## config.mk

```make
export PLATFORM = sky130hd
export DESIGN_NAME = fetch_controller
export DESIGN_NICKNAME = d
export VERILOG_FILES = /design/src/rtl/fetch_pkg.sv /design/src/rtl/fetch_fifo.sv /design/src/rtl/fetch_controller.sv
export SDC_FILE = /design/constraint.sdc
export NUM_CORES = 1
export LEC_CHECK = 0
export CORE_ASPECT_RATIO = 1.75
export CORE_MARGIN = 2
export CORE_UTILIZATION = 45
export CTS_CLUSTER_SIZE = 30
export DETAILED_ROUTE_END_ITERATION = 16
export GPL_ROUTABILITY_DRIVEN = 0
export PLACE_DENSITY = 0.73
export SETUP_SLACK_MARGIN = 0.02
export SYNTH_ARGS = -nofsm -noshare
export SYNTH_HDL_FRONTEND = slang
export SYNTH_SLANG_ARGS = --single-unit
```

## constraint.sdc

```tcl
create_clock -name clk -period 6.2 [get_ports clk]
set_input_delay 0.93 -clock clk [delete_from_list [all_inputs] [get_ports clk]]
set_output_delay 0.93 -clock clk [all_outputs]
set_load 0.02 [all_outputs]
```

## src/rtl/fetch_pkg.sv

```systemverilog
// ============================================================================
// fetch_pkg : shared types, constants and PC helpers for the fetch controller
// Revision  : 1.0
// ============================================================================
`default_nettype none

package fetch_pkg;

  localparam int XLEN       = 32;
  localparam int INST_BYTES = 4;
  localparam logic [XLEN-1:0] NOP = 32'h0000_0013;

  typedef enum logic [1:0] {
    ST_BOOT = 2'd0,
    ST_RUN  = 2'd1,
    ST_HALT = 2'd2
  } state_t;

  function automatic logic [XLEN-1:0] next_pc(input logic [XLEN-1:0] pc);
    return pc + XLEN'(INST_BYTES);
  endfunction

  function automatic logic [XLEN-1:0] align_pc(input logic [XLEN-1:0] pc);
    return {pc[XLEN-1:2], 2'b00};
  endfunction

endpackage

`default_nettype wire

```

## src/rtl/fetch_fifo.sv

```systemverilog
// ============================================================================
// fetch_fifo : DEPTH-entry prefetch FIFO of {pc, inst} with a registered head
// Revision   : 1.0
// ============================================================================
`default_nettype none

module fetch_fifo #(
  parameter int DEPTH = 2,
  parameter int WIDTH = 64
) (
  input  logic                     clk,
  input  logic                     rst,
  input  logic                     push,
  input  logic                     pop,
  input  logic                     flush,
  input  logic [WIDTH-1:0]         push_data,
  output logic [WIDTH-1:0]         head,
  output logic [$clog2(DEPTH):0]   count,
  output logic                     full
);

  localparam int AW = $clog2(DEPTH);

  logic [WIDTH-1:0] mem [DEPTH];
  logic [AW-1:0]    rd_ptr;
  logic [AW-1:0]    wr_ptr;
  logic             empty;
  logic             do_push;
  logic             do_pop;
  logic [AW:0]      remain;

  assign empty   = (count == '0);
  assign full    = (count == (AW+1)'(DEPTH));
  assign do_pop  = pop && !empty;
  assign do_push = push && !flush && (!full || do_pop);
  assign remain  = count - (AW+1)'(do_pop);

  always_ff @(posedge clk) begin
    if (do_push) mem[wr_ptr] <= push_data;
  end

  // head is a separate register so it holds its last value once the FIFO empties
  always_ff @(posedge clk or posedge rst) begin
    if (rst) begin
      rd_ptr <= '0;
      wr_ptr <= '0;
      count  <= '0;
      head   <= '0;
    end else if (flush) begin
      rd_ptr <= '0;
      wr_ptr <= '0;
      count  <= '0;
    end else begin
      rd_ptr <= rd_ptr + AW'(do_pop);
      wr_ptr <= wr_ptr + AW'(do_push);
      count  <= remain + (AW+1)'(do_push);
      if (remain != '0)
        head <= mem[rd_ptr + AW'(do_pop)];
      else if (do_push)
        head <= push_data;
    end
  end

endmodule

`default_nettype wire

```

## src/rtl/fetch_controller.sv

```systemverilog
// ============================================================================
// fetch_controller : fetch PC, BOOT/RUN/HALT FSM and prefetch FIFO front end
// Optional feature : FETCH_MISALIGN_CHECK_EN (sticky misalign flag + halt)
// Revision         : 1.0
// ============================================================================
`default_nettype none

module fetch_controller
  import fetch_pkg::*;
#(
  parameter logic [31:0] RESET_PC = 32'h0000_0000,
  parameter int          DEPTH    = 2
) (
  input  logic        clk,
  input  logic        rst,
  output logic [31:0] imem_pc,
  input  logic [31:0] imem_inst,
  input  logic        halt,
  input  logic        redirect_valid,
  input  logic [31:0] redirect_pc,
  output logic        inst_valid,
  input  logic        inst_ready,
  output logic [31:0] inst,
  output logic [31:0] inst_pc
`ifdef FETCH_MISALIGN_CHECK_EN
  ,
  output logic        misalign
`endif
);

  state_t                state;
  logic [XLEN-1:0]       fetch_pc;
  logic                  pop;
  logic                  push;
  logic                  full;
  logic [2*XLEN-1:0]     head;
  logic [$clog2(DEPTH):0] count;

  assign imem_pc    = fetch_pc;
  assign inst_valid = (count != '0);
  assign pop        = inst_valid && inst_ready;
  // redirect outranks fetch; a full FIFO may still accept when decode pops
  assign push       = (state == ST_RUN) && !halt && !redirect_valid && (!full || pop);
  assign inst       = head[XLEN-1:0];
  assign inst_pc    = head[2*XLEN-1:XLEN];

  fetch_fifo #(
    .DEPTH (DEPTH),
    .WIDTH (2*XLEN)
  ) u_fifo (
    .clk       (clk),
    .rst       (rst),
    .push      (push),
    .pop       (pop),
    .flush     (redirect_valid),
    .push_data ({fetch_pc, imem_inst}),
    .head      (head),
    .count     (count),
    .full      (full)
  );

  always_ff @(posedge clk or posedge rst) begin
    if (rst) begin
      state    <= ST_BOOT;
      fetch_pc <= RESET_PC;
`ifdef FETCH_MISALIGN_CHECK_EN
      misalign <= 1'b0;
`endif
    end else begin
      case (state)
        ST_BOOT: state <= ST_RUN;
        ST_RUN:  if (halt) state <= ST_HALT;
`ifdef FETCH_MISALIGN_CHECK_EN
        ST_HALT: if (!halt && !misalign) state <= ST_RUN;
`else
        ST_HALT: if (!halt) state <= ST_RUN;
`endif
        default: state <= ST_BOOT;
      endcase

      if (redirect_valid) begin
        fetch_pc <= align_pc(redirect_pc);
`ifdef FETCH_MISALIGN_CHECK_EN
        // a misaligned target parks the controller until the next reset
        if (redirect_pc[1:0] != 2'b00) begin
          misalign <= 1'b1;
          state    <= ST_HALT;
        end
`endif
      end else if (push) begin
        fetch_pc <= next_pc(fetch_pc);
      end
    end
  end

endmodule

`default_nettype wire
```

==> out/results.tsv <==
stage	metric	value	unit
cts	cts_buffer_depth	3	
final_layout	multi_input_area	0.00279	sq mm
timing	finalClockSkew	0.00992	ns
global_route	grt_overflow	0	
timing	worstMarginPinSlew	0.994	ns
detailed_routing	via_count	6159	
critical_path	crit_path_top_delay_cell	nor2_2	
synthesis	synth_async_sr_flop_share	44.1	%
timing	fin_setup_tns	0	ns
final_layout	area.sequential	0.00618	sq mm
timing	hold_violations	0	
floorplan	die_h	193	um
timing	fin_crit	3.14	ns
final_layout	drive_gt1_share	7.64	%
placement	hpwl	13400	um
final_layout	n_fill_cell	1669	
cts	root_buffer	clkbuf_16	
final_layout	final_nets	896	
cts	hold_buffers	0	
pwr	vdd_drop_max	0.256	mV
global_route	grt.total_usage	20.4	%
synthesis	synth_edf_count	124	
timing	fin_hold_ws	0.487	ns
synthesis	synth_top_area_share	40.5	%
detailed_routing	vias_per_cell	5.67	
critical_path	crit_fanout	16	
hold_path	min_path_type	reg -> reg	
critical_path	cp.arrival	3.54	ns
cts	cts_tree	built	
synthesis	avgSynthCellArea	13.5	sq um
critical_path	crit_type	in -> reg	
detailed_routing	avgRoutedWirePerCell	20.3	um
detailed_routing	drt-initial-drc-count	377	
global_route	grt_max_degree	66	
synthesis	yosysWarnings	0	
cts	ctsResizeCount	0	
detailed_routing	drc_errors	0	
timing	finalCritPeriodShare	50.7	%
final_layout	mostFrequentLayoutCell	clkdlybuf4s50_1	
pwr	p_per_area	454	mW/mm^2
global_route	grt_pass1_vias	6516	
final_layout	fin_util	57.8	%
floorplan	start_util	45.6	%
run	cap_violations	0	
critical_path	cpPeakStageDelay	0.66	ns
placement	io_buffers	159	
timing	slew_headroom	33.8	%
synthesis	synth_area_leaders	edfxtp_1, dfrtp_1, mux2i_1	
global_route	antenna_found_initial	0	
cts	path_clk_slew	0.06	ns
cts	cts_buffers	21	
critical_path	cp_top_family	simple AND/OR/NAND/NOR gates	
cts	cts_setup_buffers	0	
synthesis	synth-main-ff-cell	edfxtp_1	
timing	max_freq	318	MHz
floorplan	die_w	112	um
final_layout	num_antenna_cells	0	
critical_path	cp-start-kind	input port	
synthesis	ys_seq_area_share	67.1	%
floorplan	core	0.0202	sq mm
global_route	grt_pass1_wl	35500	um
detailed_routing	ant_nets	0	
critical_path	worst-endpoint-required	6.60	ns
detailed_routing	drt_wl_total	22100	um
synthesis	ys_seq_elements	222	
synthesis	syn-cell-area	0.00921	sq mm
floorplan	io_pins	166	
synthesis	post-synth-top-area-cell	edfxtp_1	
floorplan	placementRows	69	
floorplan	die_area	0.0217	sq mm
timing	rsz0062_at_grt	no	
cts	cts.sinks	222	
critical_path	crit_path_cell_trace	clkdlybuf4s50_1 -> and2_1 -> ha_1 -> xnor2_1 -> nand2_1 -> nor2_2 -> buf_4 -> a32oi_1 -> o21ai_1	
detailed_routing	dr.pass1.iters	4	
pwr	p_leak	0.00456	uW
critical_path	critPathCaptureType	flip-flop	
timing	setup_viol	0	
cts	htreeDepth	1	
timing	final_max_slew_viol_count	0	
critical_path	path_buf_inv	2	
outcome	status	finished, final reports clean	
final_layout	final_cell_mix	clkdlybuf4s50_1, edfxtp_1, dfrtp_1	
cts	clock_latency	0.49	ns
synthesis	yosysUniqueCellTypes	48	
synthesis	synth_cells	680	
final_layout	area_growth	26.9	%
[state kept, by name, summed over array words and instances, names as in the netlist]
name	cells
u_fifo.head	62
imem_pc	30
u_fifo.count	2
state	2
u_fifo.wr_ptr	1
u_fifo.rd_ptr	1
u_fifo.mem	124
[cells in the mapped netlist (3+ instances only)]
| cell type | count |
|---|---|
| o221ai_1 | 31 |
| inv_1 | 5 |
| and4_1 | 3 |
| and2_1 | 3 |
| nand4_1 | 9 |
| dfrtp_1 | 98 |
| ha_1 | 3 |
| o21ai_1 | 19 |
| buf_2 | 5 |
| edfxtp_1 | 124 |
| nor2_1 | 7 |
| buf_6 | 7 |
| nand3_1 | 12 |
| xnor2_1 | 18 |
| xor2_1 | 13 |
| nor4_1 | 10 |
| and3_1 | 3 |
| nor4_2 | 3 |
| nand2_1 | 98 |
| buf_4 | 4 |
| a32oi_1 | 30 |
| clkbuf_1 | 35 |
| o21ai_0 | 41 |
| nor3_1 | 5 |
| mux2i_1 | 64 |
[worst register-to-register path, cell delays in order (launching register included)]
cell	delay [ns]
dfrtp_1	0.42
or2_2	0.30
and2_1	0.23
ha_1	0.22
xnor2_1	0.25
nand2_1	0.21
nor2_2	0.66
buf_4	0.38
a32oi_1	0.14
o21ai_1	0.11
[routing by layer]
| layer | share of wire [%] | vias up | global-route usage [%] |
|---|---|---|---|
| met5 | 0 | - | 0 |
| met4 | 3.2 | 0 | 7.63 |
| met3 | 4.4 | 47 | 2.44 |
| met2 | 53 | 190 | 36.7 |
| met1 | 39 | 3085 | 25.0 |
| li1 | - | 2837 | - |
[final cells by class]
cell class / count / area share (%)
flip-flops and latches: 222 / 52.9
clock buffers: 28 / 4.72
multi-input cells: 403 / 23.9
well taps: 248 / 2.66
inverters: 6 / 0.214
repair buffers: 170 / 14.3
clock inverters: 9 / 1.37
[cell families (layout without fill, tap and decap cells)]
family / Yosys count / after routing / synth area share (%)
other: 1 / 4 / 0.0407
buffers and inverters: 58 / 213 / 3.17
AND/OR/NAND/NOR: 171 / 171 / 9.27
adder cells (fa/ha/maj): 3 / 3 / 0.408
AO/OA/AOI/OAI: 127 / 127 / 9.57
XOR/XNOR: 32 / 32 / 3.25
multiplexers: 66 / 66 / 7.20
flip-flops: 222 / 222 / 67.1
[report_power, final]
group          switching (uW)  internal [uW]  leakage (uW)  total [uW]
logic                    1090            820       0.00189        1910
clock network             539            798      0.000346        1340
registers                 198           1860       0.00233        2060
[final timing paths]
check / end / startpoint / slack (ns) / depth (start not counted)
min in group asynchronous: u_fifo.head[4] / rst / 0.82 / 2
min: u_fifo.head[21] / u_fifo.head[21] / 0.49 / 2
max: u_fifo.head[52] / inst_ready / 3.06 / 9
min reg2reg: u_fifo.head[21] / u_fifo.head[21] / 0.49 / 2
max reg2reg: u_fifo.head[52] / u_fifo.count[1] / 3.19 / 9
max in group asynchronous: u_fifo.head[22] / rst / 4.14 / 3
[per-stage QoR]
| step | setup WS (ns) | cell area (sq um) | instances | power, uW |
|---|---|---|---|---|
| floorplan | 1.81 | 9220 | 683 | 3220 |
| global placement | 2.56 | 11000 | 1049 | 3970 |
| detailed placement | 2.54 | 11000 | 1049 | 4020 |
| CTS | 3.04 | 11700 | 1086 | 5360 |
| global route | 2.86 | 11700 | 1086 | 5600 |
| finish | 3.06 | 11700 | 1086 | 5300 |
No activity file was read; power rests on OpenSTA's default activity.
